**config.mk**
```make
export PLATFORM = sky130hd
export DESIGN_NAME = mii_tx_arbiter
export DESIGN_NICKNAME = d
export VERILOG_FILES = /design/src/rtl/mii_tx_arbiter_pkg.sv /design/src/rtl/mii_tx_arbiter.sv
export SDC_FILE = /design/constraint.sdc
export NUM_CORES = 1
export LEC_CHECK = 0
export BUFFER_PORTS_ARGS = -buffer_cell sky130_fd_sc_hd__buf_2
export CAP_MARGIN = 0
export CORE_MARGIN = 2
export CORE_UTILIZATION = 57
export DETAILED_ROUTE_END_ITERATION = 16
export MAX_ROUTING_LAYER = met4
export PLACE_DENSITY_LB_ADDON = 0.08
export SETUP_SLACK_MARGIN = 0.1
export SYNTH_ARGS = -nofsm -noshare
export SYNTH_HDL_FRONTEND = slang
export SYNTH_SLANG_ARGS = --single-unit
export TNS_END_PERCENT = 1
```
**constraint.sdc**
```tcl
create_clock -name clock -period 6 [get_ports clock]
set_input_delay 0.6 -clock clock [delete_from_list [all_inputs] [get_ports clock]]
set_output_delay 0.6 -clock clock [all_outputs]
set_load 0.01 [all_outputs]
```
**src/rtl/mii_tx_arbiter_pkg.sv**
```systemverilog
// rtl/mii_tx_arbiter_pkg.sv - shared types and constants for the MII transmit arbiter
package mii_tx_arbiter_pkg;

  typedef enum logic [1:0] {
    ST_IDLE  = 2'd0,
    ST_GRANT = 2'd1,
    ST_SEND  = 2'd2,
    ST_GAP   = 2'd3
  } arb_state_e;

  localparam int IFG_NIBBLES_DEFAULT = 24;
  localparam int NIBBLE_W            = 4;

endpackage

```
**src/rtl/mii_tx_arbiter.sv**
```systemverilog
// rtl/mii_tx_arbiter.sv - round-robin owner of the MII TX nibble port for two reporters
// Registered data path, start/length watchdogs, inter-frame gap and per-source frame counters.
module mii_tx_arbiter
  import mii_tx_arbiter_pkg::*;
#(
  parameter int START_TO    = 64,
  parameter int MAX_NIBBLES = 3072,
  parameter int IFG_NIBBLES = IFG_NIBBLES_DEFAULT
) (
  input  logic                clock,
  input  logic                sclr,
  input  logic                req0,
  input  logic                req1,
  output logic                ena0,
  output logic                ena1,
  input  logic [NIBBLE_W-1:0] txd0,
  input  logic [NIBBLE_W-1:0] txd1,
  input  logic                txen0,
  input  logic                txen1,
  output logic [NIBBLE_W-1:0] mii_txd,
  output logic                mii_tx_en,
  output logic                busy,
  output logic [15:0]         frames0,
  output logic [15:0]         frames1,
  output logic                err_start,
  output logic                err_len
);

  localparam int SW = $clog2(START_TO + 1);
  localparam int LW = $clog2(MAX_NIBBLES + 1);
  localparam int GW = $clog2(IFG_NIBBLES + 1);

  localparam logic [SW-1:0] START_LAST = SW'(START_TO - 1);
  localparam logic [LW-1:0] LEN_MAX    = LW'(MAX_NIBBLES);
  localparam logic [GW-1:0] GAP_LAST   = GW'(IFG_NIBBLES - 1);

  arb_state_e          state_q, state_d;
  logic                sel_q, sel_d;
  logic                last_q, last_d;
  logic [SW-1:0]       start_q, start_d;
  logic [LW-1:0]       len_q, len_d;
  logic [GW-1:0]       gap_q, gap_d;
  logic [NIBBLE_W-1:0] txd_q, txd_d;
  logic                txen_q, txen_d;
  logic [15:0]         frames0_q, frames0_d;
  logic [15:0]         frames1_q, frames1_d;
  logic                err_start_q, err_start_d;
  logic                err_len_q, err_len_d;

  logic [NIBBLE_W-1:0] sel_txd;
  logic                sel_txen;
  logic                pick;

  always_comb begin
    state_d     = state_q;
    sel_d       = sel_q;
    last_d      = last_q;
    start_d     = start_q;
    len_d       = len_q;
    gap_d       = gap_q;
    txd_d       = '0;
    txen_d      = 1'b0;
    frames0_d   = frames0_q;
    frames1_d   = frames1_q;
    err_start_d = err_start_q;
    err_len_d   = err_len_q;
    pick        = 1'b0;
    // select is frozen from GRANT entry to IDLE, so the other source never leaks through
    sel_txd     = sel_q ? txd1 : txd0;
    sel_txen    = sel_q ? txen1 : txen0;

    case (state_q)
      ST_IDLE: begin
        start_d = '0;
        len_d   = '0;
        gap_d   = '0;
        if (req0 || req1) begin
          pick    = (req0 && req1) ? ~last_q : req1;
          sel_d   = pick;
          last_d  = pick;
          state_d = ST_GRANT;
        end
      end
      ST_GRANT: begin
        if (sel_txen) begin
          state_d = ST_SEND;
          txd_d   = sel_txd;
          txen_d  = 1'b1;
          len_d   = {{(LW-1){1'b0}}, 1'b1};
        end else if (start_q == START_LAST) begin
          err_start_d = 1'b1;
          gap_d       = '0;
          state_d     = ST_GAP;
        end else begin
          start_d = start_q + 1'b1;
        end
      end
      ST_SEND: begin
        if (!sel_txen) begin
          if (sel_q) frames1_d = frames1_q + 16'd1;
          else       frames0_d = frames0_q + 16'd1;
          gap_d   = '0;
          state_d = ST_GAP;
        end else if (len_q == LEN_MAX) begin
          err_len_d = 1'b1;
          gap_d     = '0;
          state_d   = ST_GAP;
        end else begin
          txd_d  = sel_txd;
          txen_d = 1'b1;
          len_d  = len_q + 1'b1;
        end
      end
      ST_GAP: begin
        // an aborted reporter may still be driving; hold here until it lets go
        if (gap_q == GAP_LAST) begin
          if (!sel_txen) state_d = ST_IDLE;
        end else begin
          gap_d = gap_q + 1'b1;
        end
      end
      default: state_d = ST_IDLE;
    endcase
  end

  always_ff @(posedge clock) begin
    if (sclr) begin
      state_q     <= ST_IDLE;
      sel_q       <= 1'b0;
      last_q      <= 1'b1;
      start_q     <= '0;
      len_q       <= '0;
      gap_q       <= '0;
      txd_q       <= '0;
      txen_q      <= 1'b0;
      frames0_q   <= '0;
      frames1_q   <= '0;
      err_start_q <= 1'b0;
      err_len_q   <= 1'b0;
    end else begin
      state_q     <= state_d;
      sel_q       <= sel_d;
      last_q      <= last_d;
      start_q     <= start_d;
      len_q       <= len_d;
      gap_q       <= gap_d;
      txd_q       <= txd_d;
      txen_q      <= txen_d;
      frames0_q   <= frames0_d;
      frames1_q   <= frames1_d;
      err_start_q <= err_start_d;
      err_len_q   <= err_len_d;
    end
  end

  assign ena0      = (state_q == ST_GRANT) && !sel_q;
  assign ena1      = (state_q == ST_GRANT) &&  sel_q;
  assign mii_txd   = txd_q;
  assign mii_tx_en = txen_q;
  assign busy      = (state_q != ST_IDLE);
  assign frames0   = frames0_q;
  assign frames1   = frames1_q;
  assign err_start = err_start_q;
  assign err_len   = err_len_q;

endmodule

```
==> results.md <==
* Final hold viol count at 0
* Post-Synth XOR/XNOR Area at roughly 8.4%
* Static Leak at approximately 1.5 nW
* CP top delay family: simple AND/OR/NAND/NOR gates
* CTS Buf Count at 9
* Top FF cell, synth: dfxtp_1
* First-pass GRT wire length at around 11000 µm
* Sequential share of the synthesized area at about two fifths
* Setup_tns at 0 ps
* Slew Limit Fails at 0
* Mapped Cells at ~370
* Status: complete, no violations
* Setup-failing EPs final at 0
* Net Count, Synth at around 400
* Area share of the largest cell type after synthesis at about two fifths
* # Post-CTS Setup Buffers at 0
* Worst path cell trace: inv_1 > ha_1 > o21ba_2 > or4_4 > nand3_2 > o21bai_1 > a21oi_1
* Maximum VDD drop at 0.166 mV
* Post-layout minimum cycle time at about 2500 ps
* # hold bufs at CTS at 0
* Util after Layout at approximately 68%
* FF+latch count, synth at 67
* Slew HR at 28.9%
* DIE HEIGHT at between 70 and 80 µm
* Fin Clk Skew at roughly 8.6 ps
* N_diodes at 0
* Post-route ant nets at 0
* Ys Warns at 0
* Avg Inst Size Synth at ~8.7 µm²
* Adder and majority cell fraction of the synthesized area at 3.88%
* Final cell count without fillers at between 400 and 500
* Ratio of cells with drive above 1 in the final layout at about a fifth
* Worst-Skew Late Latency at 330 ps
* Routed WL per cell at around 13 µm
* Root buf cell: clkbuf_8
* R2R Setup Slk at ~3500 ps
* Layout area overhead at 14.9%
* Top post-synthesis cells by area: dfxtp_1 (42%), xor2_1 (6.3%), nor2_1 (5.8%), ha_1 (3.9%), a21oi_1 (3.7%)
* CTS tree: built
* Initial antenna violation count at 0
* Fmax at between 400 and 500 MHz
* Library cells used by synthesis at 56
* Fin crit share at 40.9%
* Setup ws final at between 3000 and 4000 ps
* DRC viols at 0
* Max Cap Viol at 0
* Crit path max fanout at 21
* Pre-CTS WS at 3580 ps
* Layout Cell Area excl Fill at 3700 µm²
* Detailed-route via count at around 2700
* Setup crit end kind: register
* Yosys top cell by area: dfxtp_1
* Worst slew pin tran at approximately 1100 ps
* Die Width at 79.2 µm
* Power density cells at a little over 300 nW/µm²
* Min-Delay Path Class: register to register
* Via density at around 5.5
* Buf/Inv on CP at 1
* Rows at 27
* CP max stage cell: or4_4
* Clock Path Buffers at 2
* Post-CTS sizing at 0
* Detailed-router iteration count before antenna repair at 4
* Post-synth EDFFs at 0
* Routability Congestion at around 0.8
* Clock sinks at 67
* Largest family of logic cells by synthesized area: simple AND/OR/NAND/NOR gates
* Synth Cell Area at between 3000 and 4000 µm²
* Crit-path max cell delay at 540 ps
* Mux cell area share after synthesis at about 3.2%
* Layout fillers at slightly below 500
* Number of global-route vias before repair at between 2000 and 3000
* Detailed Place HPWL at around 4600 µm
* Port buffer count at 55
* RSZ-0062 raised after global routing: false
* Post-layout nets at about 450
* Initial Util at roughly three fifths
* GRT overflow at 0
* Simple-gate share of the synthesized area at a little over a quarter
* Post-Place Cell Area at 3520 µm²
* Compound-Gate Fraction of Synth Area at 12.8%
* CORE AREA at roughly 5500 µm²
* Clock-pin slew of the registers on the worst-case setup and hold paths at approximately 60 ps
* Gr usage total at a little under a quarter
* Crit path DAT at between 2000 and 3000 ps
* Critical path type: register to register
* Critical path data required time at roughly 6300 ps
* Die area at roughly 6300 µm²
* IO Count at 56
* Dpl cells at approximately 480
* Ys async rst share at 0%
* Pin count of the biggest net entering global routing at 64
* H-tree Lvls at 3
* Crit start category: register
* DRT iter0 DRCs at 104
* Routed wire length at roughly 6500 µm
-- per-layer routing --
layer | vias to the layer above | track usage [%] | part of all wire (%)
li1 | 1411 | - | -
met1 | 1252 | 28.2 | 49
met2 | 55 | 37.0 | 45
met3 | 9 | 3.64 | 4.9
met4 | 0 | 9.83 | 1.6
met5 | - | - | 0
-- report_power, final --
group	switching, W	total (W)	internal [W]
Clock	0.000159	0.000356	0.000197
Combinational	0.000197	0.000307	0.000110
Sequential	0.0000218	0.000485	0.000463
Total	0.000377	0.00115	0.000771
-- cell usage in the layout, fill, tap and decap left out, drive strengths merged, types with 6 or more instances in the layout --
cell type / n
dfxtp: 67
buf: 55
nor2: 50
nand2: 26
a21oi: 24
xor2: 23
inv: 14
nand3: 13
o21ai: 13
nand4: 12
clkbuf: 11
ha: 10
or3: 10
mux2i: 8
xnor2: 8
or4: 8
nand2b: 6
and2: 6
-- state kept, by name (all words and copies together) (netlist names) --
signal	count
mii_txd	4
last_q	1
start_q	7
err_start	1
state_q	2
mii_tx_en	1
frames0	16
gap_q	5
sel_q	1
frames1	16
err_len	1
len_q	12
-- kinds of logic (layout without fill, tap and decap cells) --
logic type / after synthesis / in the layout
AO/OA/AOI/OAI: 64 / 64
XOR/XNOR: 31 / 31
adder cells (fa/ha/maj): 10 / 10
buffers and inverters: 27 / 83
flip-flops: 67 / 67
multiplexers: 10 / 10
AND/OR/NAND/NOR: 160 / 160
-- cell usage after synthesis, types with 2 or more instances --
cell type	count
dfxtp_1	67
nor2_1	50
nand2_1	26
a21oi_1	24
xor2_1	23
inv_1	14
nand3_1	12
nand4_1	12
ha_1	10
clkbuf_1	9
mux2i_1	8
or3_1	8
xnor2_1	8
o21ai_0	7
nand2b_1	6
o21ai_1	6
or4_1	6
and2_1	5
and4_1	4
o31ai_1	4
or2_2	4
a211o_1	3
and3_1	3
nand3b_1	3
nor2b_1	3
nor3_1	3
o2111ai_1	3
o32ai_1	3
a21boi_0	2
buf_6	2
mux2_2	2
nor3b_1	2
nor4_1	2
o41ai_1	2
or4_4	2
-- stage by stage --
stage	power, W	hold slack, ps
floorplan	0.000755	451
global placement	0.000792	453
detailed placement	0.000800	453
CTS	0.00115	468
global route	0.00121	486
finish	0.00115	463
-- worst paths after layout --
check,cells past startpoint,startpoint,to
setup / recovery,7,state_q[0],len_q[3]
hold / removal,2,err_len,err_len
setup reg to reg,7,state_q[0],len_q[3]
hold reg to reg,2,err_len,err_len
-- worst min-delay path, delay by kind of cell (launching register included) --
family	cells	cell delay, ps
AO/OA/AOI/OAI	1	40
flip-flops	1	320
AND/OR/NAND/NOR	1	70
-- cell type report --
class,count,area [µm²],share of cell area (%)
Inverter,14,52.6,1.42
Sequential cell,67,1340,36.2
Tap cell,72,90.1,2.43
Multi-Input combinational cell,275,1760,47.6
Clock inverter,3,40.0,1.08
Timing Repair Buffer,55,275,7.43
Clock buffer,11,141,3.82
Power figures use the tool's default switching activity.
